==> src/rtl/io_confirm_input_ctrl_pkg.sv <==
// Shared IO-space definitions for the switch input port: addresses, format codes,
// FSM state encoding and the switch formatting helper.
`timescale 1ns/1ps
package io_pkg;

  localparam logic [31:0] SW16_ADDR  = 32'hFFFF_FFF1;
  localparam logic [31:0] SW8S_ADDR  = 32'hFFFF_FFF3;
  localparam logic [31:0] SW8U_ADDR  = 32'hFFFF_FFF5;
  localparam logic [31:0] SW3_ADDR   = 32'hFFFF_FFF7;
  localparam logic [31:0] SWLO_ADDR  = 32'hFFFF_FFF9;
  localparam logic [31:0] SWRAW_ADDR = 32'hFFFF_FFFB;

  // Format codes are the low nibble of the confirm-class addresses.
  localparam logic [3:0] FMT_SW16 = 4'h1;
  localparam logic [3:0] FMT_SW8S = 4'h3;
  localparam logic [3:0] FMT_SW8U = 4'h5;
  localparam logic [3:0] FMT_SW3  = 4'h7;
  localparam logic [3:0] FMT_SWLO = 4'h9;

  typedef enum logic [1:0] {
    ST_IDLE         = 2'd0,
    ST_WAIT_PRESS   = 2'd1,
    ST_RESP         = 2'd2,
    ST_WAIT_RELEASE = 2'd3
  } state_e;

  function automatic logic is_confirm_addr(input logic [31:0] addr);
    return (addr == SW16_ADDR) || (addr == SW8S_ADDR) || (addr == SW8U_ADDR) ||
           (addr == SW3_ADDR)  || (addr == SWLO_ADDR);
  endfunction

  function automatic logic [31:0] format_sw(input logic [3:0] code, input logic [15:0] sw);
    logic [31:0] res;
    res = '0;
    case (code)
      FMT_SW16: res = {16'h0000, sw};
      FMT_SW8S: res = {{24{sw[15]}}, sw[15:8]};
      FMT_SW8U: res = {24'h00_0000, sw[15:8]};
      FMT_SW3:  res = {29'h0, sw[2:0]};
      FMT_SWLO: res = {24'h00_0000, sw[7:0]};
      default:  res = '0;
    endcase
    return res;
  endfunction

endpackage

==> src/rtl/io_confirm_input_ctrl_btn_debounce.sv <==
// Confirm button conditioning: 2-flop synchroniser, stability counter,
// stable level output and a one-cycle pulse on each accepted release-to-press edge.
`timescale 1ns/1ps
module btn_debounce #(
  parameter int unsigned DB_CYCLES = 1_000_000,
  parameter int unsigned DB_W      = 20
) (
  input  logic clk,
  input  logic rst,
  input  logic btn_raw,
  output logic btn_lvl,
  output logic press
);

  localparam logic [DB_W-1:0] CNT_MAX = DB_W'(DB_CYCLES - 1);

  logic            btn_meta;
  logic            btn_sync;
  logic [DB_W-1:0] cnt;
  logic            lvl;
  logic            press_q;

  always_ff @(posedge clk) begin
    if (!rst) begin
      btn_meta <= 1'b0;
      btn_sync <= 1'b0;
    end else begin
      btn_meta <= btn_raw;
      btn_sync <= btn_meta;
    end
  end

  // press is registered on the same edge that flips the stable level high.
  always_ff @(posedge clk) begin
    if (!rst) begin
      cnt     <= '0;
      lvl     <= 1'b0;
      press_q <= 1'b0;
    end else begin
      press_q <= 1'b0;
      if (btn_sync == lvl) begin
        cnt <= '0;
      end else if (cnt == CNT_MAX) begin
        cnt     <= '0;
        lvl     <= btn_sync;
        press_q <= btn_sync;
      end else begin
        cnt <= cnt + DB_W'(1);
      end
    end
  end

  assign btn_lvl = lvl;
  assign press   = press_q;

endmodule

==> src/rtl/io_confirm_input_ctrl.sv <==
// Switch input port load sequencer: confirm-class loads stall until a debounced
// button press, direct-class loads return the synchronised switches immediately.
`timescale 1ns/1ps
module io_confirm_input_ctrl
  import io_pkg::*;
#(
  parameter int unsigned DB_CYCLES = 1_000_000,
  parameter int unsigned DB_W      = 20
) (
  input  logic        clk,
  input  logic        rst,
  input  logic        io_rd,
  input  logic [31:0] address,
  input  logic [15:0] switch_input,
  input  logic        confirm_btn,
  output logic        stall,
  output logic        rd_valid,
  output logic [31:0] rd_data,
  output logic        wait_led
);

  state_e      state;
  state_e      state_n;
  logic [15:0] sw_meta;
  logic [15:0] sw_s;
  logic [3:0]  fmt_q;
  logic [31:0] rd_data_q;
  logic        wait_led_q;
  logic        btn_lvl;
  logic        press;
  logic        confirm_addr;
  logic        direct_rd;
  logic [31:0] direct_data;
  logic        latch_fmt;
  logic        capture;

  btn_debounce #(
    .DB_CYCLES (DB_CYCLES),
    .DB_W      (DB_W)
  ) u_btn_debounce (
    .clk     (clk),
    .rst     (rst),
    .btn_raw (confirm_btn),
    .btn_lvl (btn_lvl),
    .press   (press)
  );

  always_ff @(posedge clk) begin
    if (!rst) begin
      sw_meta <= '0;
      sw_s    <= '0;
    end else begin
      sw_meta <= switch_input;
      sw_s    <= sw_meta;
    end
  end

  assign confirm_addr = is_confirm_addr(address);
  assign direct_data  = (address == SWRAW_ADDR) ? {16'h0000, sw_s} : '0;

  always_comb begin
    state_n   = state;
    latch_fmt = 1'b0;
    capture   = 1'b0;
    case (state)
      ST_IDLE: begin
        if (io_rd && confirm_addr) begin
          state_n   = ST_WAIT_PRESS;
          latch_fmt = 1'b1;
        end
      end
      // A pipeline flush outranks a press arriving in the same cycle.
      ST_WAIT_PRESS: begin
        if (!io_rd) begin
          state_n = ST_IDLE;
        end else if (press) begin
          state_n = ST_RESP;
          capture = 1'b1;
        end
      end
      ST_RESP: begin
        state_n = ST_WAIT_RELEASE;
      end
      ST_WAIT_RELEASE: begin
        if (!btn_lvl) begin
          state_n = ST_IDLE;
        end
      end
      default: begin
        state_n = ST_IDLE;
      end
    endcase
  end

  always_ff @(posedge clk) begin
    if (!rst) begin
      state      <= ST_IDLE;
      fmt_q      <= '0;
      rd_data_q  <= '0;
      wait_led_q <= 1'b0;
    end else begin
      state      <= state_n;
      wait_led_q <= (state_n == ST_WAIT_PRESS);
      if (latch_fmt) begin
        fmt_q <= address[3:0];
      end
      if (capture) begin
        rd_data_q <= format_sw(fmt_q, sw_s);
      end
    end
  end

  // Direct reads bypass the captured register only while the FSM is idle.
  assign direct_rd = rst && io_rd && !confirm_addr && (state == ST_IDLE);
  assign stall     = rst && io_rd && confirm_addr && (state != ST_RESP);
  assign rd_valid  = direct_rd || (rst && (state == ST_RESP));
  assign rd_data   = direct_rd ? direct_data : rd_data_q;
  assign wait_led  = wait_led_q;

endmodule

==> config.mk <==
export PLATFORM = sky130hd
export DESIGN_NAME = io_confirm_input_ctrl
export DESIGN_NICKNAME = d
export VERILOG_FILES = /design/src/rtl/io_confirm_input_ctrl_pkg.sv /design/src/rtl/io_confirm_input_ctrl_btn_debounce.sv /design/src/rtl/io_confirm_input_ctrl.sv
export SDC_FILE = /design/constraint.sdc
export NUM_CORES = 1
export LEC_CHECK = 0
export CAP_MARGIN = 40
export CORE_MARGIN = 3
export CORE_UTILIZATION = 44
export DETAILED_ROUTE_END_ITERATION = 6
export HOLD_SLACK_MARGIN = 0.02
export PLACE_DENSITY = 0.83
export SLEW_MARGIN = 10
export SYNTH_ARGS = -nofsm -noshare
export SYNTH_HDL_FRONTEND = slang
export SYNTH_SLANG_ARGS = --single-unit
==> constraint.sdc <==
create_clock -name clk -period 4 [get_ports clk]
set_input_delay 1.2 -clock clk [delete_from_list [all_inputs] [get_ports clk]]
set_output_delay 1.2 -clock clk [all_outputs]
set_load 0.01 [all_outputs]
==> reports/results.txt <==
Outcome -> complete, but fails checks
Final slew viol count -> 0
Startpoint Class -> input pin
Async S/R FF share, synth -> 0%
Die height -> 92.6 microns
Router iterations before antenna repair -> 7
Max FO, Critical Path -> 4
Vias in the first global route -> 2,835
Tightest Pin Transition -> 0.770 ns
DRC -> 3
Clock sinks -> 80
Largest net degree at the start of global routing -> 46
Mean Syn Cell Area -> 9.46 sq um
# IOs -> 87
Clk buf depth -> 2
Clock insertion delay at the later pin of the skew report -> 0.36 ns
Die width -> 92.6 microns
Setup ws final -> -0.183 ns
Failing checks -> design-rule violations, negative setup slack
Synth area leader -> dfxtp_1
Critical path required time -> 2.80 ns
Worst Path Class, Setup -> in -> out
Starting density of the core -> 47.1%
CTS tree -> built
N_diodes -> 0
Area Overhead vs Synth -> 37.2%
Dpl hpwl -> 5490 microns
Final hold vios -> 0
TritonCTS buffer count -> 9
Setup Skew -> 0.0145 ns
Top cells by area, synth -> dfxtp_1 48%, and2_1 6.6%, a22o_1 4.2%
Crit path DAT -> 2.98 ns
Layout Utilization -> 64.6%
Core ar. -> 7020 sq um
Min-delay worst type -> reg -> reg
Synth Register Bits -> 80
Worst-path clk slew -> 0.10 ns
Post-route insts no fill -> 549
Syn nets -> 402
Final setup vio count -> 32
Fin nets -> 501
Placed Cells -> 518
CTS root buf -> clkbuf_8
Main synth FF type -> dfxtp_1
Syn Inst Count -> 349
Avg Vias per Cell -> 5.41
Hold buffers post-CTS -> 0
Slew Limit Headroom -> 48.2%
Grt ovf -> 0
GRT Total Usage -> 19.2%
Tcrit/Tclk final -> 105%
RD Place Congestion -> 0.802
Sequential share of the synthesized area -> 48.5%
Max VDD drop -> 247 uV
Cell area power density -> 354 nW/um^2
Num rows -> 30
DRT iter0 DRCs -> 342
PortBufs -> 86
Average wire per standard cell -> 14.9 microns
Share of layout cells above drive strength 1 -> 27.4%
Fillers -> 590
Routed vias -> 2,970
Yosys top cell area share -> 48.5%
RSZ-0062 raised after global routing -> yes
Mapped cell area -> 3300 sq um
Fmax -> 239 MHz
Tmin final -> 4.18 ns
Max-cap viol count -> 0
Die ar. -> 8580 sq um
Initial antenna violation count -> 0
Post-synth EDFFs -> 0
Worst Setup End Kind -> primary output
H-tree levels -> 3
Global-route wire length before repair -> 13,000 microns
Final ANT Viol Nets -> 0
Final WL -> 8200 microns
Distinct cells, synth -> 44
Yosys warning count -> 0
Leak -> 1.80 nW
[worst max-delay path, stage by stage]
cell	delay, ns
buf_6	0.06
nand4_1	0.08
or4_4	0.57
o31ai_4	0.41
buf_6	0.16
buf_6	0.11
buf_6	0.09
a22o_1	0.15
buf_2	0.14
[worst paths after layout]
check,startpoint,endpoint,slack (ns),cells past startpoint
worst max-delay path,address[15],rd_data[6],-0.18,9
worst min-delay path,sw_meta[13]$_SDFF_PN0_,sw_s[13]$_SDFF_PN0_,0.44,1
worst min register to register,sw_meta[13]$_SDFF_PN0_,sw_s[13]$_SDFF_PN0_,0.44,1
worst max register to register,state[1]$_SDFF_PN0_,rd_data_q[7]$_SDFFE_PN0P_,1.86,4
[state kept, by name, summed over array words and instances, names as in the netlist]
signal	cells
state	2
u_btn_debounce.cnt	20
u_btn_debounce.btn_meta	1
rd_data_q	17
u_btn_debounce.btn_sync	1
wait_led	1
sw_meta	16
u_btn_debounce.btn_lvl	1
fmt_q	4
u_btn_debounce.press	1
sw_s	16
[layout make-up]
class | instances | area [sq um] | area share, %
Sequential cell | 80 | 1600 | 35.3
Timing Repair Buffer | 117 | 1030 | 22.7
Multi-Input combinational cell | 233 | 1520 | 33.6
Clock buffer | 9 | 124 | 2.73
Inverter | 7 | 26.3 | 0.580
Clock inverter | 7 | 109 | 2.40
Tap cell | 96 | 120 | 2.65
[what timing repair did]
action | 4_1_cts | 5_1_grt
endpoints found under the hold margin | 0 | 0
setup buffers | 12 | 1
gates cloned | 3 | 0
pin swaps | 21 | 7
resized for setup | 261 | 4
endpoints found under the setup margin | 34 | 34
[metrics by stage]
step | cell area, sq um | setup TNS [ns] | power (mW) | worst slack [ns] | hold WS [ns]
finish | 4530 | -2.87 | 1.60 | -0.183 | 0.435
global route | 4530 | -5.17 | 1.66 | -0.241 | 0.457
CTS | 4510 | -2.47 | 1.61 | -0.144 | 0.443
detailed placement | 4260 | -26.31 | 0.933 | -0.792 | 0.421
global placement | 4260 | -25.33 | 0.930 | -0.761 | 0.416
floorplan | 3310 | 0 | 0.865 | 0.000978 | 0.412
[routing by layer]
metal / up-vias / wire [microns] / global-route usage, %
met3: 27 / 872 / 6.58
met5: - / 0 / 0
met4: 0 / 286 / 12.0
li1: 1433 / - / -
met1: 1347 / 3400 / 22.8
met2: 163 / 3650 / 29.8
[where the power goes]
part	leakage [nW]	internal (mW)	total, mW	switching [mW]
sequential	0.652	0.812	0.821	0.00872
combinational	1.03	0.0638	0.0992	0.0354
clock	0.118	0.365	0.683	0.317
[synthesized netlist by cell type, drive strengths merged (7+ instances only)]
library cell   n
clkbuf         8
buf           22
inv            7
nand3         10
xnor2         11
nand4         11
a222oi         8
a31oi          8
nand2         36
nor2          26
dfxtp         80
a22o          16
a21oi         12
and2          35
[cells by family (layout without fill, tap and decap cells)]
| family | after synthesis | in the layout | synth area share (%) |
|---|---|---|---|
| adder cells (fa/ha/maj) | 1 | 1 | 0.379 |
| multiplexers | 3 | 3 | 0.909 |
| XOR/XNOR | 14 | 14 | 3.71 |
| AO/OA/AOI/OAI | 57 | 57 | 13.1 |
| buffers and inverters | 37 | 140 | 6.25 |
| AND/OR/NAND/NOR | 157 | 158 | 27.1 |
| flip-flops | 80 | 80 | 48.5 |
[cells in the final DEF, fill, tap and decap left out, drive strengths merged, types with 12 or more instances in the layout]
master / instances
a21oi: 12
and2: 36
dfxtp: 80
nand2: 36
buf: 92
clkdlybuf4s50: 22
a22o: 16
nor2: 26
Note: power is estimated with default switching activity, not from simulation.
